### src/rtl/gtech_serial_add_pkg.sv
// gtech_serial_add_pkg
//   Shared definitions for the bit-serial adder slice:
//   - state_t     : FSM state encoding (IDLE, RUN, DONE)
//   - cnt_width() : bit counter width, clog2(WIDTH+1), so WIDTH itself fits
//   - WIDTH_MIN / WIDTH_MAX : legal operand width range (1..64)
//   Optional feature macro used by the slice: GTECH_SERIAL_ADD_CIN_EN.
package gtech_serial_add_pkg;

    localparam int unsigned WIDTH_MIN = 1;
    localparam int unsigned WIDTH_MAX = 64;

    typedef enum logic [1:0] {
        ST_IDLE = 2'd0,
        ST_RUN  = 2'd1,
        ST_DONE = 2'd2
    } state_t;

    // Counter must hold the value WIDTH (saturation point), hence WIDTH+1.
    function automatic int unsigned cnt_width(input int unsigned w);
        return (w < 1) ? 1 : $clog2(w + 1);
    endfunction

endpackage

### src/rtl/gtech_serial_add_if.sv
// gtech_serial_add_if
//   Request/result bundle of the bit-serial adder.
//   Parameter: WIDTH - operand/result width (1..64).
//   Signals:
//     i_start        request, sampled by the adder in IDLE/DONE only
//     i_a, i_b       operands, captured on an accepted request
//     i_cin          carry-in (only when GTECH_SERIAL_ADD_CIN_EN is defined)
//     o_busy         high while the adder is in RUN
//     o_done         one-cycle result-valid pulse
//     o_s, o_cout    registered sum / carry-out, held until the next result
//   Modports: master (requester side), slave (adder side).
//   Macro: GTECH_SERIAL_ADD_CIN_EN adds i_cin.
interface gtech_serial_add_if #(
    parameter int unsigned WIDTH = 8
);

    logic             i_start;
    logic [WIDTH-1:0] i_a;
    logic [WIDTH-1:0] i_b;
`ifdef GTECH_SERIAL_ADD_CIN_EN
    logic             i_cin;
`endif
    logic             o_busy;
    logic             o_done;
    logic [WIDTH-1:0] o_s;
    logic             o_cout;

    modport master (
`ifdef GTECH_SERIAL_ADD_CIN_EN
        output i_cin,
`endif
        output i_start, i_a, i_b,
        input  o_busy, o_done, o_s, o_cout
    );

    modport slave (
`ifdef GTECH_SERIAL_ADD_CIN_EN
        input  i_cin,
`endif
        input  i_start, i_a, i_b,
        output o_busy, o_done, o_s, o_cout
    );

endinterface

### src/rtl/gtech_serial_add_bit.sv
// gtech_serial_add_bit
//   Combinational one-bit full-add cell built from two half-add stages and
//   an OR of their carries. This is the only arithmetic in the adder.
//   Ports:
//     i_a, i_b, i_ci  operand bits and carry-in
//     o_s, o_co       sum and carry-out
module gtech_serial_add_bit (
    input  logic i_a,
    input  logic i_b,
    input  logic i_ci,
    output logic o_s,
    output logic o_co
);

    logic w_s1;
    logic w_c1;
    logic w_c2;

    // first half-add: a + b
    assign w_s1 = i_a ^ i_b;
    assign w_c1 = i_a & i_b;

    // second half-add: partial sum + carry-in
    assign o_s  = w_s1 ^ i_ci;
    assign w_c2 = w_s1 & i_ci;

    // the two half-add carries can never both be 1
    assign o_co = w_c1 | w_c2;

endmodule

### src/rtl/gtech_serial_add.sv
// gtech_serial_add
//   Bit-serial unsigned adder: one full-add cell with a registered carry,
//   one bit per clock LSB first. {o_cout, o_s} = A + B (+ CIN).
//   Latency: accepted on edge T0, o_done high in the cycle after T0+WIDTH.
//   Parameter: WIDTH - operand/result width, legal range 1..64.
//   Ports:
//     i_clk  rising-edge clock
//     i_rst  synchronous active-high reset (priority over start)
//     bus    gtech_serial_add_if.slave request/result bundle
//   Macro: GTECH_SERIAL_ADD_CIN_EN - carry register loads i_cin on accept;
//          otherwise it loads 0 and bit 0 is effectively a half add.
module gtech_serial_add
    import gtech_serial_add_pkg::*;
#(
    parameter int unsigned WIDTH = 8
) (
    input  logic              i_clk,
    input  logic              i_rst,
    gtech_serial_add_if.slave bus
);

    localparam int unsigned    CW       = cnt_width(WIDTH);
    localparam logic [CW-1:0]  CNT_LAST = CW'(WIDTH - 1);
    localparam logic [CW-1:0]  CNT_MAX  = CW'(WIDTH);

    state_t           r_state;
    logic [WIDTH-1:0] r_a;
    logic [WIDTH-1:0] r_b;
    logic [WIDTH-1:0] r_sum;
    logic             r_carry;
    logic [CW-1:0]    r_cnt;
    logic             r_busy;
    logic             r_done;
    logic [WIDTH-1:0] r_s;
    logic             r_cout;

    logic             w_s;
    logic             w_co;
    logic             w_cin;
    logic [WIDTH-1:0] w_sum_next;

`ifdef GTECH_SERIAL_ADD_CIN_EN
    assign w_cin = bus.i_cin;
`else
    assign w_cin = 1'b0;
`endif

    gtech_serial_add_bit u_bit (
        .i_a  (r_a[0]),
        .i_b  (r_b[0]),
        .i_ci (r_carry),
        .o_s  (w_s),
        .o_co (w_co)
    );

    // New sum bit enters at the MSB; written this way so WIDTH=1 needs no
    // special-case slice.
    always_comb begin
        w_sum_next            = r_sum >> 1;
        w_sum_next[WIDTH-1]   = w_s;
    end

    always_ff @(posedge i_clk) begin
        if (i_rst) begin
            r_state <= ST_IDLE;
            r_a     <= '0;
            r_b     <= '0;
            r_sum   <= '0;
            r_carry <= 1'b0;
            r_cnt   <= '0;
            r_busy  <= 1'b0;
            r_done  <= 1'b0;
            r_s     <= '0;
            r_cout  <= 1'b0;
        end else begin
            r_done <= 1'b0;
            case (r_state)
                ST_IDLE, ST_DONE: begin
                    if (bus.i_start) begin
                        r_a     <= bus.i_a;
                        r_b     <= bus.i_b;
                        r_carry <= w_cin;
                        r_cnt   <= '0;
                        r_busy  <= 1'b1;
                        r_state <= ST_RUN;
                    end else begin
                        r_busy  <= 1'b0;
                        r_state <= ST_IDLE;
                    end
                end
                ST_RUN: begin
                    r_sum   <= w_sum_next;
                    r_a     <= r_a >> 1;
                    r_b     <= r_b >> 1;
                    r_carry <= w_co;
                    if (r_cnt != CNT_MAX) begin
                        r_cnt <= r_cnt + 1'b1;
                    end
                    // last bit-edge: publish the result straight from the
                    // cell outputs so S/COUT update together with DONE
                    if (r_cnt == CNT_LAST) begin
                        r_s     <= w_sum_next;
                        r_cout  <= w_co;
                        r_done  <= 1'b1;
                        r_busy  <= 1'b0;
                        r_state <= ST_DONE;
                    end
                end
                default: begin
                    r_busy  <= 1'b0;
                    r_state <= ST_IDLE;
                end
            endcase
        end
    end

    assign bus.o_busy = r_busy;
    assign bus.o_done = r_done;
    assign bus.o_s    = r_s;
    assign bus.o_cout = r_cout;

endmodule

### src/flat_wrapper.sv
// flat-port wrapper written by rule: the top's interface ports become plain ports
module gtech_serial_add_flat import gtech_serial_add_pkg::*;
#(
    parameter int unsigned WIDTH = 8
)
  (i_clk, i_rst, bus_i_start, bus_i_a, bus_i_b, bus_o_busy, bus_o_done, bus_o_s, bus_o_cout);
  gtech_serial_add_if #(.WIDTH(WIDTH)) bus_i ();
  input  logic i_clk;
  input  logic i_rst;
  input wire logic [$bits(bus_i.i_start)-1:0] bus_i_start;
  input wire logic [$bits(bus_i.i_a)-1:0] bus_i_a;
  input wire logic [$bits(bus_i.i_b)-1:0] bus_i_b;
  output wire logic [$bits(bus_i.o_busy)-1:0] bus_o_busy;
  output wire logic [$bits(bus_i.o_done)-1:0] bus_o_done;
  output wire logic [$bits(bus_i.o_s)-1:0] bus_o_s;
  output wire logic [$bits(bus_i.o_cout)-1:0] bus_o_cout;
  assign bus_i.i_start = bus_i_start;
  assign bus_i.i_a = bus_i_a;
  assign bus_i.i_b = bus_i_b;
  assign bus_o_busy = bus_i.o_busy;
  assign bus_o_done = bus_i.o_done;
  assign bus_o_s = bus_i.o_s;
  assign bus_o_cout = bus_i.o_cout;
  gtech_serial_add #(.WIDTH(WIDTH)) u_core (.i_clk(i_clk), .i_rst(i_rst), .bus(bus_i));
endmodule
### config.mk
export PLATFORM = sky130hd
export DESIGN_NAME = gtech_serial_add_flat
export DESIGN_NICKNAME = d
export VERILOG_FILES = /design/src/rtl/gtech_serial_add_pkg.sv /design/src/rtl/gtech_serial_add_if.sv /design/src/rtl/gtech_serial_add_bit.sv /design/src/rtl/gtech_serial_add.sv /design/src/flat_wrapper.sv
export SDC_FILE = /design/constraint.sdc
export NUM_CORES = 1
export LEC_CHECK = 0
export BUFFER_PORTS_ARGS = -buffer_cell sky130_fd_sc_hd__buf_4
export CORE_MARGIN = 4
export CORE_UTILIZATION = 35
export CTS_CLUSTER_SIZE = 28
export DETAILED_ROUTE_END_ITERATION = 12
export GPL_ROUTABILITY_DRIVEN = 0
export GPL_TIMING_DRIVEN = 0
export PLACE_DENSITY = 0.61
export REMOVE_ABC_BUFFERS = 1
export SETUP_SLACK_MARGIN = 0.05
export SYNTH_ARGS = -nofsm -noshare
export SYNTH_HDL_FRONTEND = slang
export SYNTH_HIERARCHICAL = 1
export SYNTH_SLANG_ARGS = --single-unit
### constraint.sdc
create_clock -name i_clk -period 3.25 [get_ports i_clk]
set_clock_uncertainty 0.05 [all_clocks]
set_input_delay 0.325 -clock i_clk [delete_from_list [all_inputs] [get_ports i_clk]]
set_output_delay 0.325 -clock i_clk [all_outputs]
set_load 0.01 [all_outputs]
# ---- Word-level counts from Yosys, hierarchy flattened
# Cells that the tools add are included.
dict set report classes {
  add_sub_neg 1
  eq_ne 7
  n_reduce_logical 7
  bitwise_logic 6
  mux 16
}
# cell count
set op_table {}
lappend op_table {{8-bit case mux with 2 select lines} 2}
lappend op_table {{8-bit two-way mux} 2}
lappend op_table {{4-bit two-way mux} 2}
lappend op_table {{4-bit case mux with 2 select lines} 1}
lappend op_table {{1-bit two-way mux} 5}
lappend op_table {{4-bit by 1-bit adder with 4-bit output (second input constant)} 1}
lappend op_table {{4-bit by 3-bit == test with 1-bit output (second input constant)} 1}
lappend op_table {{2-bit by 1-bit != test with 1-bit output (second input constant)} 2}
lappend op_table {{4-bit != test (second input constant)} 1}
lappend op_table {{1-bit case mux with 2 select lines} 2}
lappend op_table {{2-bit case mux with 2 select lines} 1}
lappend op_table {{2-bit AND reduction} 2}
lappend op_table {{2-bit OR reduction} 2}
lappend op_table {{3-bit AND reduction} 1}
lappend op_table {{1-bit AND} 2}
lappend op_table {{2-bit by 1-bit == test with 1-bit output (second input constant)} 1}
lappend op_table {{2-bit == test (second input constant)} 1}
lappend op_table {{2-bit zero test} 1}
lappend op_table {{2-bit two-way mux} 1}
lappend op_table {{2-bit != test (second input constant)} 1}
lappend op_table {{2-bit nonzero test} 1}
lappend op_table {{1-bit XOR} 2}
lappend op_table {{1-bit inverter} 1}
lappend op_table {{1-bit bitwise OR} 1}
dict set report totals {
  out_inout_bits 11
  input_bits 19
  elab_cells 47
  reg_bits 42
}

# ---- Longest topological paths before layout
dict set report depth {
  depth_word 4
  depth_mapped 5
  depth_no_buf 5
}

# ---- By module
# The synthesis kept the hierarchy.
# mod cells_each seq_area_each_um2 area_per_inst_um2 n_inst
set by_module_without_submodules {}
lappend by_module_without_submodules {gtech_serial_add 204 800.8 1656.6 1}
lappend by_module_without_submodules {gtech_serial_add_bit 1 0.0 20.0 1}

# ---- Least setup slack after synthesis
# OpenSTA, ideal clock, no wires.
dict set report synth_path {
  path_kind {register to register}
  startpoint {register u_core.r_cnt[0]}
  endpoint {register u_core.r_cout, in the netlist u_core/bus.o_cout}
  required_ns 3.130
  setup_time_ns 0.070
  setup_slack_ns 2.008
  arrival_ns 1.122
  path_stages_with_launch 6
  n_path_buf 1
  synth_period_minus_slack_ns 1.242
  path_cell_list {dfxtp_1 > ha_1 > nand3b_1 > clkbuf_1 > o21ai_0 > a21oi_1}
}
dict set report synth_via {
  elab_chain_len 2
}
# item line
set synth_lines {}
lappend synth_lines {{from (decl)} gtech_serial_add.sv:31} ;# logic [CW-1:0] r_cnt;
lappend synth_lines {{from (signal assigned)} gtech_serial_add.sv:97} ;# r_cnt <= r_cnt + 1'b1;
lappend synth_lines {{4-bit by 3-bit == test with 1-bit output} gtech_serial_add.sv:101} ;# if (r_cnt == CNT_LAST) begin
lappend synth_lines {{2-bit AND reduction (no source line)} n/a}
lappend synth_lines {{to (signal assigned)} gtech_serial_add.sv:103} ;# r_cout <= w_co;
lappend synth_lines {{to (decl)} gtech_serial_add.sv:35} ;# logic r_cout;
# Every way passes these cells.
# A chain may end at the register's enable or synchronous reset.

# ---- Worst setup path in the final report
dict set report layout_path {
  startpoint {register u_core.r_state[0]}
  endpoint {register u_core.r_a[0]}
}
dict set report layout_via {
  elab_chain_len 4
  word_cells_on_any_way 8
  classes_between {3 x eq/ne; 1 x mux; 4 x reduce/logical}
}
# item line
set layout_lines {}
lappend layout_lines {{from (decl)} gtech_serial_add.sv:26} ;# state_t r_state;
lappend layout_lines {{from (signal assigned)} gtech_serial_add.sv:65} ;# r_state <= ST_IDLE;
lappend layout_lines {{from (signal assigned)} gtech_serial_add.sv:85} ;# r_state <= ST_RUN;
lappend layout_lines {{from (signal assigned)} gtech_serial_add.sv:88} ;# r_state <= ST_IDLE;
lappend layout_lines {{2-bit == test / 2-bit zero test (equally long branches)} gtech_serial_add.sv:77} ;# case (r_state)
lappend layout_lines {{2-bit OR reduction} gtech_serial_add.sv:77}
lappend layout_lines {{2-bit != test (no source line) / 2-bit nonzero test (equally long branches)} n/a}
lappend layout_lines {{2-bit AND reduction (no source line)} n/a}
lappend layout_lines {{to (signal assigned)} gtech_serial_add.sv:80} ;# r_a <= bus.i_a;
lappend layout_lines {{to (signal assigned)} gtech_serial_add.sv:93} ;# r_a <= r_a >> 1;
lappend layout_lines {{to (decl)} gtech_serial_add.sv:27} ;# logic [WIDTH-1:0] r_a;
# Parallel ways exist; a longest one is shown, timed or not.

==> impl_metrics.tcl <==
set metrics [dict create \
    final_common_cell "nand2_1" \
    register_area_sq_um 801 \
    nets 246 \
    syn_to_final_growth_pct 20.2 \
    syn-cell-area_sq_mm 0.00168 \
    power.density_mw_per_mm2 531 \
    io_pins 30 \
    remaining_drc_errors 0 \
    grt_setup_unrepaired "false" \
    slew_violations 0 \
    finalNonFillerCells 277 \
    cts_tree "built" \
    fin_ws_ns 1.44 \
    end_kind "register" \
    ys_seq_elements 40 \
    setup_viol 0 \
    clk_latency_ns 0.30 \
    yosysWarnings 6 \
    core_area_sq_mm 0.00450 \
    worstSetupPathType "reg -> reg" \
    yosysTopAreaCellShare 0.478 \
    clk_pin_slew_ns 0.08 \
    grt_pass1_wl_mm 5.88 \
    vias 1433 \
    min_period_ns 1.81 \
    dp_cells 269 \
    ant_nets 0 \
    rows 24 \
    numPortBuffers 29 \
    path_cells "nor2b_1 -> nand2_1 -> a311oi_1" \
    setup_tns_ns 0 \
    vias_per_cell 5.17 \
    wire_per_inst_um 12.6 \
    worstMarginPinSlew_ns 1.12 \
    dr.first_iter.drc_count 126 \
    dp_slack_ns 1.38 \
    max_cap_viol_count 0 \
    endpoint "u_core/r_a[0]" \
    cts-root-buf "clkbuf_8" \
    antenna_found_initial 0 \
    grt_max_degree 41 \
    cts_buffers 5 \
    dr.pass1.iters 4 \
    gr-total-overflow 0 \
    cp-start-kind "register" \
    yosysTopAreaCell "dfxtp_1" \
    ys_seq_area_frac 0.478 \
    ys_types 24 \
    hold_path_class "in -> reg" \
    ff2ff_setup_slack_ns 1.44 \
    p_leak_nw 0.763 \
    ys_top_cells_by_area "dfxtp_1, nand2_1, a311oi_1" \
    fillers 479 \
    path_max_fanout 17 \
    syn_inst 205 \
    totalWireLength_mm 3.50 \
    clock_path_buffers 2 \
    hold_buffers 0 \
    outcome "finished clean" \
    crit_required_ns 3.41 \
    avgSynthCellArea_sq_um 8.18 \
    cpMaxStageDelayCell "nor2b_1" \
    clock_sinks 40 \
    die-area_sq_mm 0.00596 \
    rr_endpoint "u_core/r_a[0]" \
    multi_input_comb_area_sq_um 767 \
    fin_crit_sh 0.556 \
    r2r-start "u_core/r_state[0]" \
    fmax_mhz 553 \
    slew_headroom 0.249 \
    dieHeight_um 77.2 \
    cp.arrival_ns 1.97 \
    grtUsageTotal 0.123 \
    cts_max_level 2 \
    hold_viol 0 \
    antenna_cells 0 \
    critical_path.max_stage_delay_ns 0.88 \
    peakVddDrop_v 0.000351 \
    grt_pass1_vias 1291 \
    postCtsSetupBuffers 0 \
    drive_above_1_share 0.169 \
    crit_start "u_core/r_state[0]" \
    hpwlAfterDp_mm 2.21 \
    layout_common_cells "nand2_1, dfxtp_1, buf_4, a21oi_1, nand3_1" \
    die_x_um 77.2 \
    cts-resized-gates 0 \
    initial_core_util 0.372 \
    worst-r2r-cell-count 3 \
]
[per-layer routing]
layer  vias to the layer above  routed length [um]  global-route usage
met3                         7                 215              0.0351
met2                        40                1510               0.178
met5                         -                   0                   0
met1                       639                1710               0.164
li1                        747                   -                   -
met4                         0                  70              0.0641
[power breakdown]
part           switching [mW]  internal [mW]  total [mW]
clock                   0.172          0.271       0.443
sequential             0.0136          0.512       0.526
combinational          0.0577         0.0438       0.101
[through the flow]
stage	power (mW)	util	hold WS [ns]	cell area, sq um
3_5_place_dp	0.639	0.419	0.400	1890
5_1_grt	1.13	0.448	0.238	2020
4_1_cts	1.09	0.448	0.216	2020
3_3_place_gp	0.634	0.413	0.399	1860
6_report	1.07	0.448	0.228	2020
2_1_floorplan	0.591	-	0.344	1580
[sequential cells by signal, summed over array words and instances (netlist names)]
| register | flops |
|---|---|
| u_core/bus.o_done | 1 |
| u_core/r_sum | 7 |
| u_core/bus.o_cout | 1 |
| u_core/bus.o_s | 8 |
| u_core/r_b | 8 |
| u_core/r_state | 2 |
| u_core/r_a | 8 |
| u_core/r_carry | 1 |
| u_core/r_cnt | 4 |
[cell families after synthesis]
family                     count (synthesis)  share of synthesized area
adders and majority gates                  3                     0.0269
buffers and inverters                     21                     0.0649
DFF                                       40                      0.478
and+or+nand+nor                           89                      0.235
AOI/OAI and AO/OA                         52                      0.196
[cells in the mapped netlist]
cell type / number
nand2b_1: 3
or3_1: 1
o211ai_1: 3
nand2_1: 45
clkbuf_1: 6
nor3_1: 2
ha_1: 2
o21ai_0: 9
buf_4: 6
fa_1: 1
a21oi_1: 23
inv_1: 3
nor2_1: 14
nand4_1: 1
buf_2: 6
dfxtp_1: 40
a311oi_1: 14
nand3_1: 16
a21o_1: 1
a31oi_1: 1
o2111ai_1: 1
nor2b_1: 3
and3b_1: 2
nand3b_1: 2
[area by class of cell]
| type | count | share of cell area |
|---|---|---|
| inverters | 3 | 0.00559 |
| well taps | 52 | 0.0323 |
| clock inverters | 1 | 0.0149 |
| flip-flops and latches | 40 | 0.397 |
| multi-input cells | 144 | 0.381 |
| repair buffers | 30 | 0.122 |
| clock buffers | 7 | 0.0478 |
[worst max-delay path: cells and delay by family (launching register included)]
family / cells / cell delay [ns]
and+or+nand+nor: 2 / 1.03
DFF: 1 / 0.37
AOI/OAI and AO/OA: 1 / 0.28
[worst min path at each step]
stage / end / slack [ns] / startpoint / cells after the start
6_report: u_core/r_b[7] / 0.23 / bus_i_b[7] / 3
5_1_grt: u_core/r_b[7] / 0.24 / bus_i_b[7] / 3
4_1_cts: u_core/r_b[7] / 0.22 / bus_i_b[7] / 3
3_5_place_dp: u_core/r_sum[1] / 0.40 / u_core/r_sum[1] / 2
3_3_place_gp: u_core/r_sum[1] / 0.40 / u_core/r_sum[1] / 2
2_1_floorplan: u_core/bus.o_cout / 0.34 / i_rst / 1
No activity file was read; power rests on OpenSTA's default activity.
